--- config.mk ---
export PLATFORM = sky130hd
export DESIGN_NAME = ul_seq
export DESIGN_NICKNAME = d
export VERILOG_FILES = /design/src/rtl/ul_seq.sv
export SDC_FILE = /design/constraint.sdc
export NUM_CORES = 1
export LEC_CHECK = 0
export ABC_CLOCK_PERIOD_IN_PS = 1600
export CAP_MARGIN = 25
export CORE_MARGIN = 2
export CORE_UTILIZATION = 48
export CTS_CLUSTER_DIAMETER = 120
export DETAILED_ROUTE_END_ITERATION = 12
export PLACE_DENSITY_LB_ADDON = 0.15
export SYNTH_ARGS = -nofsm -noshare
export SYNTH_HDL_FRONTEND = slang
export SYNTH_SLANG_ARGS = --single-unit
--- constraint.sdc ---
create_clock -name clk -period 1.6 [get_ports clk]
set_input_delay 0.32 -clock clk [delete_from_list [all_inputs] [get_ports clk]]
set_output_delay 0.32 -clock clk [all_outputs]
set_load 0.02 [all_outputs]
--- src/rtl/ul_seq.sv ---
// Registered WIDTH-bit logic/arithmetic unit with serial shift/rotate.
// Logic and arithmetic ops finish in one cycle; shift/rotate step one bit per clock.
module ul_seq #(
    parameter int unsigned WIDTH = 4
) (
    input  logic             clk,
    input  logic             reset,
    input  logic             start,
    input  logic [WIDTH-1:0] A,
    input  logic [WIDTH-1:0] B,
    input  logic [2:0]       S,
    output logic [WIDTH-1:0] Out,
    output logic             zero,
    output logic             cout,
    output logic             busy,
    output logic             done
);
    localparam int unsigned CW = $clog2(WIDTH);

    localparam logic [1:0] StIdle = 2'd0;
    localparam logic [1:0] StExec = 2'd1;
    localparam logic [1:0] StDone = 2'd2;

    logic [1:0]       state_q, state_d;
    logic [WIDTH-1:0] work_q, work_d;
    logic [CW-1:0]    cnt_q, cnt_d;
    logic             rot_q, rot_d;
    logic [WIDTH-1:0] out_q, out_d;
    logic             zero_q, zero_d;
    logic             cout_q, cout_d;

    logic [CW-1:0]    n;
    logic [WIDTH:0]   sum, diff;
    logic [WIDTH-1:0] one_res, step;
    logic             one_c;

    assign n    = B[CW-1:0];
    assign sum  = {1'b0, A} + {1'b0, B};
    // Zero-extended subtraction: the top bit is the unsigned borrow (A < B).
    assign diff = {1'b0, A} - {1'b0, B};
    assign step = rot_q ? {work_q[0], work_q[WIDTH-1:1]} : {work_q[WIDTH-2:0], 1'b0};

    always_comb begin
        one_res = '0;
        one_c   = 1'b0;
        case (S)
            3'b000:  one_res = A & B;
            3'b001:  one_res = A | B;
            3'b010:  one_res = A ^ B;
            3'b011:  one_res = ~A;
            3'b100: begin
                one_res = sum[WIDTH-1:0];
                one_c   = sum[WIDTH];
            end
            3'b101: begin
                one_res = diff[WIDTH-1:0];
                one_c   = diff[WIDTH];
            end
            default: one_res = A;  // shift/rotate by zero
        endcase
    end

    always_comb begin
        state_d = state_q;
        work_d  = work_q;
        cnt_d   = cnt_q;
        rot_d   = rot_q;
        out_d   = out_q;
        zero_d  = zero_q;
        cout_d  = cout_q;
        case (state_q)
            StIdle: begin
                if (start) begin
                    if (S[2:1] == 2'b11 && n != '0) begin
                        state_d = StExec;
                        work_d  = A;
                        cnt_d   = n;
                        rot_d   = S[0];
                    end else begin
                        state_d = StDone;
                        out_d   = one_res;
                        zero_d  = (one_res == '0);
                        cout_d  = one_c;
                    end
                end
            end
            StExec: begin
                work_d = step;
                cnt_d  = cnt_q - 1'b1;
                if (cnt_q == CW'(1)) begin
                    state_d = StDone;
                    out_d   = step;
                    zero_d  = (step == '0);
                    cout_d  = rot_q ? 1'b0 : work_q[WIDTH-1];
                end
            end
            StDone:  state_d = StIdle;
            default: state_d = StIdle;
        endcase
    end

    always_ff @(posedge clk or posedge reset) begin
        if (reset) begin
            state_q <= StIdle;
            work_q  <= '0;
            cnt_q   <= '0;
            rot_q   <= 1'b0;
            out_q   <= '0;
            zero_q  <= 1'b0;
            cout_q  <= 1'b0;
        end else begin
            state_q <= state_d;
            work_q  <= work_d;
            cnt_q   <= cnt_d;
            rot_q   <= rot_d;
            out_q   <= out_d;
            zero_q  <= zero_d;
            cout_q  <= cout_d;
        end
    end

    assign Out  = out_q;
    assign zero = zero_q;
    assign cout = cout_q;
    assign busy = (state_q != StIdle);
    assign done = (state_q == StDone);
endmodule

# After elaboration in Yosys (flattened, before gate mapping)
# Index checks and enable logic that the tools add are counted.
dict set report totals {
  regBits 15
  latch_bits 0
  ramBits 0
  rom_bits 0
  input_bits 14
  out_inout_bits 8
  elab_cells 65
  mem_count 0
}
dict set report op_classes {
  add_sub_neg 3
  n_mul 0
  div_mod_pow 0
  n_lt_le_gt_ge 0
  eq_ne 13
  n_shift 0
  muxes 26
  n_bitwise 4
  reduce_logical 12
}
# cell n
set ops {}
lappend ops {{4-bit 2-to-1 mux} 6}
lappend ops {{4-bit one-hot mux with 6 select lines} 1}
lappend ops {{4-bit one-hot mux with 2 select lines} 2}
lappend ops {{2-bit 2-to-1 mux} 5}
lappend ops {{4-bit logical NOT} 2}
lappend ops {{2-bit != test (second input constant)} 4}
lappend ops {{2-bit one-hot mux with 2 select lines} 2}
lappend ops {{1-bit 2-to-1 mux} 7}
lappend ops {{3-bit by 2-bit == test with 1-bit output (second input constant)} 2}
lappend ops {{3-bit == test (second input constant)} 2}
lappend ops {{1-bit one-hot mux with 2 select lines} 3}
lappend ops {{3-bit AND reduction} 2}
lappend ops {{2-bit nonzero test} 3}
lappend ops {{4-bit by 4-bit adder with 5-bit output} 1}
lappend ops {{4-bit by 4-bit subtractor with 5-bit output} 1}
lappend ops {{4-bit bitwise AND} 1}
lappend ops {{2-bit by 1-bit == test with 1-bit output (second input constant)} 2}
lappend ops {{2-bit == test (second input constant)} 2}
lappend ops {{4-bit inverter} 1}
lappend ops {{4-bit bitwise OR} 1}
lappend ops {{4-bit AND reduction} 1}
lappend ops {{4-bit XOR} 1}
lappend ops {{3-bit by 1-bit == test with 1-bit output (second input constant)} 1}
lappend ops {{3-bit logical NOT} 1}
lappend ops {{4 further kinds} 4}

# Logic depth before layout (Yosys ltp)
dict set report depth {
  depth_word 6
  depth_mapped 10
  mapped_depth_nobuf 10
}

# Least setup slack after synthesis
# OpenSTA, ideal clock, no wires.
dict set report synth_timing {
  kind {input -> register}
  from {input A[0]}
  to {register out_q[1], in the netlist Out[1]}
  setup_ps 125
  t_arrival_ps 1890
  t_required_ps 1475
  path_slack_ps -415
  path_stages 8
  path_buffers 0
  path_cell_list {ha_1 inv_1 fa_1 nor2b_1 a211o_1 a221oi_2 a21oi_1 mux2_2}
}
dict set report synth_between {
  elab_chain_len 5
  elab_cells_between_ends 6
  cone_classes {2 x add/sub; 4 x mux}
}
# item line
set synth_lines {}
lappend synth_lines {{start: declaration} 9} ;# input logic [WIDTH-1:0] A,
lappend synth_lines {{4-bit by 4-bit subtractor with 5-bit output / 4-bit by 4-bit adder with 5-bit output (equally long branches)} {40, 38}}
lappend synth_lines {{4-bit one-hot mux with 6 select lines *} 46} ;# case (S)
lappend synth_lines {{4-bit 2-to-1 mux *} 74} ;# if (S[2:1] == 2'b11 && n != '0) begin
lappend synth_lines {{4-bit 2-to-1 mux *} 73} ;# if (start) begin
lappend synth_lines {{4-bit one-hot mux with 2 select lines *} 71} ;# case (state_q)
lappend synth_lines {{end signal: assignment} 116} ;# out_q <= out_d;
lappend synth_lines {{end: declaration} 28} ;# logic [WIDTH-1:0] out_q, out_d;
# Every way passes the cells marked *; elsewhere a longest branch is shown, timed or not. The select of a mux whose other input is x is not followed.
# A chain may end at the register's enable or synchronous reset.

# Worst setup path after layout
dict set report layout_timing {
  from {input A[0]}
  to {register out_q[2], in the netlist Out[2]}
}
# The elaborated chain is that of the path after synthesis.

==> results.env <==
MIN_PERIOD_NS=1.786
CLOCK-ROOT-BUFFER='sky130_fd_sc_hd__clkbuf_4'
WORST_PIN_SLEW_NS=0.3362
TIMING.CRITICAL_PATH.ARRIVAL_NS=1.96
FINAL_CELL_MIX='sky130_fd_sc_hd__buf_4, sky130_fd_sc_hd__dfrtp_1, sky130_fd_sc_hd__a21oi_1, sky130_fd_sc_hd__nor2_1, sky130_fd_sc_hd__buf_6'
ACHIEVABLE-FREQUENCY_MHz=560.0
ANTENNA_FOUND_INITIAL=0
VIAS=1465
RUN_STATUS='finished, violations left'
PORT_BUFFERS=21
TIMING.REG2REG.WORST_PATH_DEPTH=7
POSTSYNTHREGISTERBITS=15
GRT_START_MAX_NET_PINS=16
DRT-PASS1-ITER-COUNT=4
CRIT_FANOUT=2
HOLD_CLASS='in -> async'
MAXCAPVIOLATIONS=0
NET_COUNT_AFTER_SYNTHESIS=196
SYNTH.CELL_AREA_MM2=0.001401
SYNTH_LARGEST_TYPE_AREA_FRACTION=0.2679
TIMING.CRITICAL_PATH.BUF_INV=4
CTS.SINK_COUNT=15
POSTSYNTH.ASYNCRESETSHARE=1.000
YOSYS_WARNINGS=0
FIRST_PASS_GRT_WIRE_LENGTH_UM=6361
STATIC-LEAKAGE-POWER_nW=1.043
RRSETUPSLACK_NS=-0.04
WORST_IR_DROP_VDD_V=0.001423
SLEW_VIOLATIONS=0
WORST_CLOCK_SKEW_NS=0.01032
POSTSYNTH.TOPFLOPCELL='sky130_fd_sc_hd__dfrtp_1'
DESIGN.DIE.AREA_MM2=0.003367
LAYOUT_COMMONEST_CELL='sky130_fd_sc_hd__buf_4'
YS_SEQ_AREA_FRAC=0.2679
WORST_R2R_ENDPOINT='zero'
POST_DRT_VIA_CELL_RATIO=5.528
CRITICAL_PATH.MAX_STAGE_DELAY_NS=0.34
FINALSETUPVIOLCOUNT=4
WORST_SETUP_PATH_STARTPOINT='A[0]'
TIMING.CRITICAL_PATH.CELLS='buf_8, buf_6, inv_4, ha_4, inv_2, fa_2, mux2i_1, xnor2_1, o221a_2, nor2_2, mux2_4'
WORSTSETUPPATHDEPTH=11
WORST_EP_REQUIRED_TIME_NS=1.78
SYN_INST_COUNT=167
AREA_DELTA_SYNTH_FINAL_PCT=55.00
CTSHTREEMAXLEVEL=1
LAYOUT_CELL_SHARE_WITH_DRIVE_STRENGTH_BEYOND_1=0.4487
CTS_INSERTED_BUFFERS=3
SYNTH.DISTINCT_CELLS=45
TIMING_HOLD_VIOLATIONS_FINAL=0
SYNTH_LARGEST_AREA_CELL='sky130_fd_sc_hd__dfrtp_1'
ROUTABILITYCONGESTION=0.7856
FLOORPLAN.INITIALDENSITY=0.5082
CLKLATENCYLATEPIN_NS=0.29
SYN_AVG_CELL_AREA_UM2=8.391
POWER.DENSITY_CELL_AREA_mW_PER_MM2=986.4
CRITPATHSLOWESTCELL='sky130_fd_sc_hd__fa_2'
LARGEST_CELLS_BY_AREA_AFTER_SYNTHESIS='sky130_fd_sc_hd__dfrtp_1, sky130_fd_sc_hd__ha_1, sky130_fd_sc_hd__a21oi_1, sky130_fd_sc_hd__inv_1, sky130_fd_sc_hd__nor2_1'
DP_HPWL_UM=2806
REG2REG_FROM='state_q[1]'
DIE_WIDTH_UM=58.03
PERIOD_SHARE=1.116
PLACE_WORST_SETUP_SLACK_NS=-1.012
GRT_OVERFLOW_TOTAL=0
CLK_PIN_SLEW_NS=0.10
DETAILEDROUTE.FIRSTITERATIONVIOLATIONS=56
STD_CELL_ROWS=19
WORSTSETUPSTARTPOINTTYPE='primary input'
NETS_FINAL=264
CTS_HOLD_BUFFERS=0
END_OF_THE_CRITICAL_PATH='Out[2]'
SYNTH_ENABLE_FLOP_CELLS=0
DIE_HEIGHT_UM=58.03
DRC=0
ROUTE.FINAL.WIRE_LENGTH_UM=3865
TIMING.FINAL.WS_SETUP_NS=-0.1858
CLK_PATH_BUF_DEPTH=2
FP.COREAREA_MM2=0.002758
DETAIL_ROUTE.WL_PER_CELL_UM=14.58
ANT_NETS=0
IO_PINS=22
RSZ0062_AT_GRT='true'
CTS_TREE='yes'
GRT_PASS1_VIAS=1398
MAXSLEWHEADROOM=0.7759
GRT_USAGE=0.2431
ANTENNA_CELLS=0
SETUP-TNS-FINAL_NS=-0.5182
CRIT_PATH_END_KIND='register'
VIOLATIONS='setup timing'
WORST_PATH_DOMINANT_CELL_FAMILY='adder cells'
WORSTSETUPPATHTYPE='in -> reg'
## layer usage
metal,routed length (um),global-route usage,share of wire,vias up
li1,-,-,-,718
met5,0,0,0,-
met2,1930,0.4188,0.50,33
met1,1749,0.3211,0.45,710
met3,152,0.04464,0.039,4
met4,33,0.04651,0.0085,0
## stage by stage
stage	instance area [um2]	power [mW]	cells	hold WS (ns)	util
2_1_floorplan	1440	1.355	167	0.2215	-
3_3_place_gp	1939	1.805	252	0.4710	0.7033
3_5_place_dp	1939	1.845	252	0.4912	0.7033
4_1_cts	2110	2.105	264	0.3183	0.7650
5_1_grt	2172	2.296	265	0.3329	0.7877
6_report	2172	2.142	265	0.3088	0.7877
## cell families after synthesis
| group | synth area share |
|---|---|
| xor+xnor | 0.006251 |
| mux | 0.06071 |
| fa+ha+maj | 0.1446 |
| flops | 0.2679 |
| compound gates | 0.2286 |
| buf+inv | 0.09731 |
| simple gates | 0.1946 |
## cells in the mapped netlist, types with 3 or more instances
master,n
sky130_fd_sc_hd__nand3_1,4
sky130_fd_sc_hd__dfrtp_1,15
sky130_fd_sc_hd__a31oi_1,3
sky130_fd_sc_hd__buf_2,3
sky130_fd_sc_hd__o21ai_0,8
sky130_fd_sc_hd__nor2b_1,8
sky130_fd_sc_hd__ha_1,13
sky130_fd_sc_hd__nand2_1,6
sky130_fd_sc_hd__buf_6,3
sky130_fd_sc_hd__mux2_2,4
sky130_fd_sc_hd__mux2i_1,4
sky130_fd_sc_hd__a21oi_1,20
sky130_fd_sc_hd__nor2_1,15
sky130_fd_sc_hd__nand2b_1,4
sky130_fd_sc_hd__inv_1,19
## power by group
| part | total, mW | internal [mW] | switching (mW) |
|---|---|---|---|
| Combinational | 1.20 | 0.627 | 0.573 |
| Sequential | 0.720 | 0.557 | 0.163 |
| Clock | 0.223 | 0.0931 | 0.130 |
| Total | 2.14 | 1.28 | 0.866 |
## cell type report
cell class	count	area [um2]
clock inverter	1	5.005
clock buffer	3	22.52
inverter	19	81.33
sequential	15	375.4
tap	31	38.79
multi-input combinational	124	1020
timing repair buffer	72	629.4
fill	182	585.6
## how the worst min path moves through the flow
stage | from | endpoint | slack [ns] | cells after the start
global placement | cnt_q[0] | cnt_q[0] | 0.47 | 1
detailed placement | cnt_q[0] | cnt_q[0] | 0.49 | 1
floorplan | reset | Out[0] | 0.22 | 1
global route | reset | state_q[0] | 0.33 | 3
CTS | reset | state_q[0] | 0.32 | 3
finish | reset | state_q[0] | 0.31 | 3
## timing repair
item,in CTS,in global routing
setup endpoints to repair,17,17
setup buffers,7,3
cloned,1,0
pin swaps,23,14
gates resized for setup,73,18
## registers in the layout (all words and copies together), names as in the netlist
signal   cells
Out          4
cnt_q        2
cout         1
rot_q        1
state_q      2
work_q       4
zero         1
## worst register-to-register path: stages, from the launching register on
cell	delay (ns)
sky130_fd_sc_hd__dfrtp_1	0.39
sky130_fd_sc_hd__buf_4	0.14
sky130_fd_sc_hd__nand2b_1	0.21
sky130_fd_sc_hd__a211oi_2	0.31
sky130_fd_sc_hd__and3_1	0.22
sky130_fd_sc_hd__nor2b_1	0.05
sky130_fd_sc_hd__a21oi_1	0.13
sky130_fd_sc_hd__o21a_1	0.13
(Power assumes the default switching activity.)
